[config.mk]
export PLATFORM = sky130hd
export DESIGN_NAME = rv32i_control_unit
export DESIGN_NICKNAME = d
export VERILOG_FILES = /design/src/rtl/rv32i_ctrl_pkg.sv /design/src/rtl/rv32i_branch_resolve.sv /design/src/rtl/rv32i_control_unit.sv
export SDC_FILE = /design/constraint.sdc
export NUM_CORES = 1
export LEC_CHECK = 0
export ABC_AREA = 1
export ABC_CLOCK_PERIOD_IN_PS = 900
export BUFFER_PORTS_ARGS = -buffer_cell sky130_fd_sc_hd__buf_2
export CAP_MARGIN = 25
export CORE_MARGIN = 1.5
export CORE_UTILIZATION = 34
export DETAILED_ROUTE_END_ITERATION = 10
export GPL_TIMING_DRIVEN = 0
export PLACE_DENSITY = 0.81
export SLEW_MARGIN = 15
export SYNTH_ARGS = -nofsm -noshare
export SYNTH_HDL_FRONTEND = slang
export SYNTH_SLANG_ARGS = --single-unit
[constraint.sdc]
create_clock -name clk -period 0.9 [get_ports clk]
set_input_delay 0.045 -clock clk [delete_from_list [all_inputs] [get_ports clk]]
set_output_delay 0.045 -clock clk [all_outputs]
set_load 0.1 [all_outputs]
[src/rtl/rv32i_ctrl_pkg.sv]
// Shared decode constants, control-bundle struct and decode helpers for the RV32I control unit.
// Pure constants and functions: no latency, no flow control.
package rv32i_ctrl_pkg;

    localparam logic [6:0] OPC_LUI    = 7'b0110111;
    localparam logic [6:0] OPC_AUIPC  = 7'b0010111;
    localparam logic [6:0] OPC_JAL    = 7'b1101111;
    localparam logic [6:0] OPC_JALR   = 7'b1100111;
    localparam logic [6:0] OPC_BRANCH = 7'b1100011;
    localparam logic [6:0] OPC_LOAD   = 7'b0000011;
    localparam logic [6:0] OPC_STORE  = 7'b0100011;
    localparam logic [6:0] OPC_OP_IMM = 7'b0010011;
    localparam logic [6:0] OPC_OP     = 7'b0110011;

    localparam logic [6:0] F7_BASE = 7'b0000000;
    localparam logic [6:0] F7_ALT  = 7'b0100000;

    localparam logic [3:0] ALU_NONE   = 4'b0000;
    localparam logic [3:0] ALU_ADD    = 4'b0001;
    localparam logic [3:0] ALU_SUB    = 4'b0010;
    localparam logic [3:0] ALU_SLT    = 4'b0011;
    localparam logic [3:0] ALU_SLTU   = 4'b0100;
    localparam logic [3:0] ALU_XOR    = 4'b0101;
    localparam logic [3:0] ALU_OR     = 4'b0110;
    localparam logic [3:0] ALU_AND    = 4'b0111;
    localparam logic [3:0] ALU_SLL    = 4'b1000;
    localparam logic [3:0] ALU_SRL    = 4'b1001;
    localparam logic [3:0] ALU_SRA    = 4'b1010;
    localparam logic [3:0] ALU_PASS_B = 4'b1011;

    localparam logic [1:0] WB_NONE = 2'b00;
    localparam logic [1:0] WB_ALU  = 2'b01;
    localparam logic [1:0] WB_MEM  = 2'b10;
    localparam logic [1:0] WB_PC4  = 2'b11;

    localparam logic [2:0] DM_NONE = 3'b000;
    localparam logic [2:0] DM_B    = 3'b001;
    localparam logic [2:0] DM_H    = 3'b010;
    localparam logic [2:0] DM_W    = 3'b011;
    localparam logic [2:0] DM_BU   = 3'b100;
    localparam logic [2:0] DM_HU   = 3'b101;

    typedef struct packed {
        logic       pc_sel;
        logic       rd_wr_en;
        logic       br_unsigned;
        logic       a_sel;
        logic       b_sel;
        logic [3:0] alu_sel;
        logic       mem_wr_en;
        logic [1:0] wb_sel;
        logic [2:0] data_mode;
        logic       instr_vld;
    } ctrl_t;

    localparam ctrl_t CTRL_NONE = '0;

    function automatic logic [2:0] load_mode(input logic [2:0] funct3);
        case (funct3)
            3'b000:  return DM_B;
            3'b001:  return DM_H;
            3'b010:  return DM_W;
            3'b100:  return DM_BU;
            3'b101:  return DM_HU;
            default: return DM_NONE;
        endcase
    endfunction

    function automatic logic [2:0] store_mode(input logic [2:0] funct3);
        case (funct3)
            3'b000:  return DM_B;
            3'b001:  return DM_H;
            3'b010:  return DM_W;
            default: return DM_NONE;
        endcase
    endfunction

    // ALU_NONE marks an illegal funct3/funct7 pairing; OP-IMM ignores funct7 except on shifts.
    function automatic logic [3:0] arith_alu(input logic [2:0] funct3,
                                             input logic [6:0] funct7,
                                             input logic       is_imm);
        logic plain_ok;
        plain_ok = is_imm || (funct7 == F7_BASE);
        case (funct3)
            3'b000:  return plain_ok ? ALU_ADD : ((funct7 == F7_ALT) ? ALU_SUB : ALU_NONE);
            3'b001:  return (funct7 == F7_BASE) ? ALU_SLL : ALU_NONE;
            3'b010:  return plain_ok ? ALU_SLT  : ALU_NONE;
            3'b011:  return plain_ok ? ALU_SLTU : ALU_NONE;
            3'b100:  return plain_ok ? ALU_XOR  : ALU_NONE;
            3'b101:  return (funct7 == F7_BASE) ? ALU_SRL :
                            ((funct7 == F7_ALT) ? ALU_SRA : ALU_NONE);
            3'b110:  return plain_ok ? ALU_OR  : ALU_NONE;
            default: return plain_ok ? ALU_AND : ALU_NONE;
        endcase
    endfunction

endpackage

[src/rtl/rv32i_branch_resolve.sv]
// Branch condition evaluation from funct3 and comparator flags.
// Latency: 0 cycles (combinational); no backpressure.
module rv32i_branch_resolve
    import rv32i_ctrl_pkg::*;
(
    input  logic [2:0] funct3,
    input  logic       br_less,
    input  logic       br_equal,
    output logic       taken,
    output logic       br_unsigned
);

    always_comb begin
        taken       = 1'b0;
        br_unsigned = (funct3[2:1] == 2'b11);
        case (funct3)
            3'b000:         taken = br_equal;
            3'b001:         taken = !br_equal;
            3'b100, 3'b110: taken = br_less;
            3'b101, 3'b111: taken = !br_less;
            default:        taken = 1'b0;
        endcase
    end

endmodule

[src/rtl/rv32i_control_unit.sv]
// Main RV32I instruction decoder producing all datapath controls.
// Latency: 0 cycles (combinational); no backpressure, side effects held off until first edge out of reset.
module rv32i_control_unit
    import rv32i_ctrl_pkg::*;
(
    input  logic        clk,
    input  logic        rst_n,
    input  logic [31:0] instr,
    input  logic        br_less,
    input  logic        br_equal,
    output logic        br_unsigned,
    output logic        mem_wr_en,
    output logic        rd_wr_en,
    output logic        pc_sel,
    output logic        a_sel,
    output logic        b_sel,
    output logic [1:0]  wb_sel,
    output logic [2:0]  data_mode,
    output logic [3:0]  alu_sel,
    output logic        instr_vld
);

    logic [6:0] opcode;
    logic [2:0] funct3;
    logic [6:0] funct7;
    logic       run_q;
    logic       br_taken;
    logic       br_uns;
    logic [3:0] arith_op;
    logic [2:0] ld_mode;
    logic [2:0] st_mode;
    logic       unused_bits;
    ctrl_t      dec;
    ctrl_t      ctrl;

    assign opcode      = instr[6:0];
    assign funct3      = instr[14:12];
    assign funct7      = instr[31:25];
    assign unused_bits = ^{instr[24:15], instr[11:7]};

    always_ff @(posedge clk) begin
        if (!rst_n) begin
            run_q <= 1'b0;
        end else begin
            run_q <= 1'b1;
        end
    end

    rv32i_branch_resolve u_branch (
        .funct3      (funct3),
        .br_less     (br_less),
        .br_equal    (br_equal),
        .taken       (br_taken),
        .br_unsigned (br_uns)
    );

    assign arith_op = arith_alu(funct3, funct7, opcode == OPC_OP_IMM);
    assign ld_mode  = load_mode(funct3);
    assign st_mode  = store_mode(funct3);

    always_comb begin
        dec = CTRL_NONE;
        case (opcode)
            OPC_LUI: begin
                dec.rd_wr_en  = 1'b1;
                dec.b_sel     = 1'b1;
                dec.alu_sel   = ALU_PASS_B;
                dec.wb_sel    = WB_ALU;
                dec.instr_vld = 1'b1;
            end
            OPC_AUIPC: begin
                dec.rd_wr_en  = 1'b1;
                dec.a_sel     = 1'b1;
                dec.b_sel     = 1'b1;
                dec.alu_sel   = ALU_ADD;
                dec.wb_sel    = WB_ALU;
                dec.instr_vld = 1'b1;
            end
            OPC_JAL: begin
                dec.pc_sel    = 1'b1;
                dec.rd_wr_en  = 1'b1;
                dec.a_sel     = 1'b1;
                dec.b_sel     = 1'b1;
                dec.alu_sel   = ALU_ADD;
                dec.wb_sel    = WB_PC4;
                dec.instr_vld = 1'b1;
            end
            OPC_JALR: begin
                if (funct3 == 3'b000) begin
                    dec.pc_sel    = 1'b1;
                    dec.rd_wr_en  = 1'b1;
                    dec.b_sel     = 1'b1;
                    dec.alu_sel   = ALU_ADD;
                    dec.wb_sel    = WB_PC4;
                    dec.instr_vld = 1'b1;
                end
            end
            OPC_BRANCH: begin
                // funct3 010/011 are unassigned branch encodings
                if (funct3[2] || !funct3[1]) begin
                    dec.pc_sel      = br_taken;
                    dec.br_unsigned = br_uns;
                    dec.a_sel       = 1'b1;
                    dec.b_sel       = 1'b1;
                    dec.alu_sel     = ALU_ADD;
                    dec.instr_vld   = 1'b1;
                end
            end
            OPC_LOAD: begin
                if (ld_mode != DM_NONE) begin
                    dec.rd_wr_en  = 1'b1;
                    dec.b_sel     = 1'b1;
                    dec.alu_sel   = ALU_ADD;
                    dec.wb_sel    = WB_MEM;
                    dec.data_mode = ld_mode;
                    dec.instr_vld = 1'b1;
                end
            end
            OPC_STORE: begin
                if (st_mode != DM_NONE) begin
                    dec.b_sel     = 1'b1;
                    dec.alu_sel   = ALU_ADD;
                    dec.mem_wr_en = 1'b1;
                    dec.data_mode = st_mode;
                    dec.instr_vld = 1'b1;
                end
            end
            OPC_OP_IMM, OPC_OP: begin
                if (arith_op != ALU_NONE) begin
                    dec.rd_wr_en  = 1'b1;
                    dec.b_sel     = (opcode == OPC_OP_IMM);
                    dec.alu_sel   = arith_op;
                    dec.wb_sel    = WB_ALU;
                    dec.instr_vld = 1'b1;
                end
            end
            default: dec = CTRL_NONE;
        endcase
    end

    always_comb begin
        ctrl = dec;
        if (!run_q) begin
            ctrl.pc_sel    = 1'b0;
            ctrl.rd_wr_en  = 1'b0;
            ctrl.mem_wr_en = 1'b0;
            ctrl.instr_vld = 1'b0;
        end
    end

    assign pc_sel      = ctrl.pc_sel;
    assign rd_wr_en    = ctrl.rd_wr_en;
    assign br_unsigned = ctrl.br_unsigned;
    assign a_sel       = ctrl.a_sel;
    assign b_sel       = ctrl.b_sel;
    assign alu_sel     = ctrl.alu_sel;
    assign mem_wr_en   = ctrl.mem_wr_en;
    assign wb_sel      = ctrl.wb_sel;
    assign data_mode   = ctrl.data_mode;
    assign instr_vld   = ctrl.instr_vld;

endmodule

==> results of run 1 <==
[metrics by stage]
stage          setup slack [ns]  area [µm²]  cells  hold WS, ns
2_1_floorplan            -0.894         860    119       0.0727
3_3_place_gp             -0.748        1070    180        0.147
3_5_place_dp             -0.751        1070    180        0.150
4_1_cts                  -0.387        1660    196        0.149
[cell usage after synthesis]
cell,n
o21ai_1,3
o21ai_0,4
o311ai_1,1
o211ai_1,1
nand4_2,1
nor3_4,1
nor3_1,2
nand3_2,1
nand3_1,6
nand2_2,8
inv_1,16
dfxtp_1,1
a21oi_2,2
o211a_1,1
inv_2,7
nor3_2,1
a21oi_1,3
o31ai_1,1
nor2_1,23
nor2_4,2
o21ai_4,1
o21ai_2,1
nand2_1,29
nor2_2,2
nand3b_1,1
[repair_timing]
action | CTS
endpoints found under the hold margin | 0
gates resized for setup | 132
hold buffers | 0
pin swaps | 26
cloned | 0
endpoints found under the setup margin | 16
setup buffers | 16
[cells by family after synthesis]
kind of cell	synth area share
compound gates	0.207
buf+inv	0.142
flops	0.0329
simple gates	0.618
==> flow_summary_export.csv, run 1 <==
group,metric,value,unit
run_status,status,"stopped before the end",
run_status,failing_step,"global routing",
run_status,error,"[ERROR DPL-0038] Utilization greater than 100%, impossible to legalize",
die,start_util,0.357,
synth,synth_top_area_share,0.179,
placement,place_congestion,0.898,
die,rows,15,
synth,synth.avg_cell_area,5.12,µm²
synth,yosys.area.top_type,"nand2_1",
placement,port_buffers,36,
synth,yosysWarnings,0,
global_routing,grt_max_degree,7,
synth,ys_top_cells_by_area,"nand2_1 18%, nor2_1 14%, inv_1 9.9%, nand2_2 8.2%, nand3_1 4.9%",
placement,hpwl,1630,µm
synth,synth_fp_nets,155,
synth,synthCells,119,
synth,ys_ff_latch,1,
sta,worstEndpointGrtRepair,"rd_wr_en",
die,die_height,45.3,µm
synth,yosysSeqAreaShare,0.0329,
synth,yosysUniqueCellTypes,25,
die,io-pin-count,52,
sta,worstEpCategory,"primary output",
die,die_width,45.3,µm
synth,netlist_area,609,µm²
==> run 2, diff against run 1 <==
--- a/config.mk
+++ b/config.mk
@@ -6,14 +6,14 @@
 export NUM_CORES = 1
 export LEC_CHECK = 0
 export ABC_AREA = 1
-export ABC_CLOCK_PERIOD_IN_PS = 900
+export ABC_CLOCK_PERIOD_IN_PS = 1200
 export BUFFER_PORTS_ARGS = -buffer_cell sky130_fd_sc_hd__buf_2
 export CAP_MARGIN = 25
-export CORE_MARGIN = 1.5
-export CORE_UTILIZATION = 34
+export CORE_AREA = 2 2 63 65
 export DETAILED_ROUTE_END_ITERATION = 10
+export DIE_AREA = 0 0 65 67
 export GPL_TIMING_DRIVEN = 0
-export PLACE_DENSITY = 0.81
+export PLACE_DENSITY_LB_ADDON = 0.15
 export SLEW_MARGIN = 15
 export SYNTH_ARGS = -nofsm -noshare
 export SYNTH_HDL_FRONTEND = slang
==> constraint.sdc (replaced) <==
create_clock -name clk -period 1.2 [get_ports clk]
set_input_delay 0.06 -clock clk [delete_from_list [all_inputs] [get_ports clk]]
set_output_delay 0.06 -clock clk [all_outputs]
set_load 0.1 [all_outputs]
==> flow_summary_export.csv, run 2 <==
group,metric,value,unit
synth,synth_top_area_share,0.179,
route,drc_errors,0,
min_path,hold_class,"primary input to flop",
cells_and_area,layout_common_cells,"19 x buf_4, 18 x nand2_2, 16 x nor2_4, 16 x buf_12, 14 x buf_6",
route,viasPerCell,4.25,
sta,slew_viol_final,0,
route,ant_nets,0,
cells_and_area,fin_nets,215,
cells_and_area,largest_reg_flops,1,
power,ir_drop,0.128,mV
synth,synthTopCellsByCount,"29 x nand2_1, 23 x nor2_1, 16 x inv_1",
placement,port_buffers,36,
sta,setup-violations-final,10,
setup_path,crit_path_end_kind,"output pin",
die,start_util,0.169,
cts,postCtsHoldBufs,0,
route,drt_first_pass_iters,4,
sta,fmax,723,MHz
synth,synth_fp_nets,155,
sta,timing_worst_slew_pin_value,0.482,ns
setup_path,max_stage_delay,0.19,ns
route,routed_wl,2560,µm
global_routing,grt.overflow.total,0,
sta,setup_ws,-0.183,ns
route,vias,957,
sta,rsz0062_at_grt,"yes",
cells_and_area,final_cell_count_no_fill,225,
setup_path,path_class,"primary input to output pin",
sta,fin_crit_sh,1.15,
run_status,violations,"setup timing",
cells_and_area,area_delta_synth_final,199,%
synth,synthCells,119,
cells_and_area,mostFrequentLayoutCell,"buf_4",
cells_and_area,seqCellArea,20.0,µm²
die,core-area,3610,µm²
synth,yosysWarnings,0,
cells_and_area,drive_gt1_frac,0.859,
synth,ys_top_cells_by_area,"nand2_1 18%, nor2_1 14%, inv_1 9.9%, nand2_2 8.2%, nand3_1 4.9%",
placement,place_congestion,0.776,
global_routing,grt_pass1_wl,4090,µm
setup_path,crit_slowest_cell,"buf_12",
die,die_width,65,µm
die,dieArea,4360,µm²
sta,relSlewSlack,0.681,
synth,synth.most_common_cell,"nand2_1",
sta,hold_violations,0,
cells_and_area,nFillCells,350,
synth,synthFlopType,"dfxtp_1",
cells_and_area,top_register,"run_q",
synth,yosysSeqAreaShare,0.0329,
global_routing,grt_use_total,0.113,
cells_and_area,multi_input_area,913,µm²
power,power,453,µW
die,rows,22,
route,dr.first_iter.drc_count,14,
placement,hpwl,1900,µm
die,io-pin-count,52,
sta,final.setup.tns,-1.11,ns
setup_path,start_kind,"primary input",
synth,yosys.area.top_type,"nand2_1",
job,max_cap_violations,0,
cells_and_area,antenna_cells,0,
synth,yosysUniqueCellTypes,25,
synth,synth.avg_cell_area,5.12,µm²
run_status,status,"finished, violations left",
synth,async_reset_ff_frac,0,
synth,synth_edf_count,0,
setup_path,required,1.14,ns
global_routing,grt_pass1_vias,1005,
placement,post-place-ws,-0.585,ns
global_routing,antenna_found_initial,0,
route,wl_per_cell,11.4,µm
die,die_height,67,µm
synth,netlist_area,609,µm²
setup_path,cp.arrival,1.32,ns
placement,dp.cells,203,
setup_path,crit_path_cell_trace,"buf_12 > inv_12 > nand2_4 > nor2_4 > buf_4 > nand2_2 > nor2_4 > nand3_2 > nand2_2 > nor3_4 > a21oi_4 > buf_12",
power,powerDensity,249,nW/µm²
cts,clkTransAtPathRegs,0,ns
cells_and_area,post-route-util,0.505,
setup_path,crit_fanout,3,
synth,ys_ff_latch,1,
cells_and_area,top_regs,"run_q: 1 flops",
sta,finalCriticalPeriod,1.38,ns
global_routing,grt_max_degree,7,
power,leakage,0.000784,µW
==> run 2: power breakdown <==
group	switching (µW)	internal, µW	total [µW]	leakage [µW]
registers	0.391	35.7	36.1	0.00000844
logic	240	177	417	0.000776
clock network	0	0	0	0
total	240	213	453	0.000784
==> run 2: routing by layer <==
metal | vias up | GRT usage | part of all wire
met5 | - | 0 | 0
met4 | 0 | 0 | 0
met3 | 0 | 0.00507 | 0.036
met2 | 21 | 0.233 | 0.57
met1 | 440 | 0.136 | 0.40
li1 | 496 | - | -
==> run 2: logic make-up after synthesis <==
logic type	count (synthesis)	synth area share
and+or+nand+nor	77	0.618
DFF	1	0.0329
buffers and inverters	23	0.142
AOI/OAI and AO/OA	18	0.207
==> run 2: repair_timing <==
action                                  in CTS  in global routing
buffers inserted                            13                  9
resized for setup                          114                 55
endpoints found under the setup margin      15                 13
pin swaps                                   29                 24
==> run 2: worst paths after layout <==
check / from / end / slack (ns) / cells after the start
max: instr[2] / instr_vld / -0.18 / 12
min: rst_n / run_q / 0.17 / 1
==> run 2: layout make-up <==
class	count	share of cell area
inverter	23	0.0832
sequential	1	0.0110
multi-input combinational	95	0.502
tap	48	0.0330
timing repair buffer	58	0.371
==> run 2: per-stage QoR <==
step / hold WS (ns) / area, µm²
2_1_floorplan: 0.0877 / 803
3_5_place_dp: 0.172 / 1040
4_1_cts: 0.173 / 1550
5_1_grt: 0.172 / 1820
3_3_place_gp: 0.163 / 1040
6_report: 0.168 / 1820
==> run 2: worst max-delay path: cells and delay by family <==
kind                   cells  cell delay [ns]
buffers and inverters      4             0.48
AO/OA/AOI/OAI              1             0.17
AND/OR/NAND/NOR            7             0.60
(Power assumes the default switching activity.)
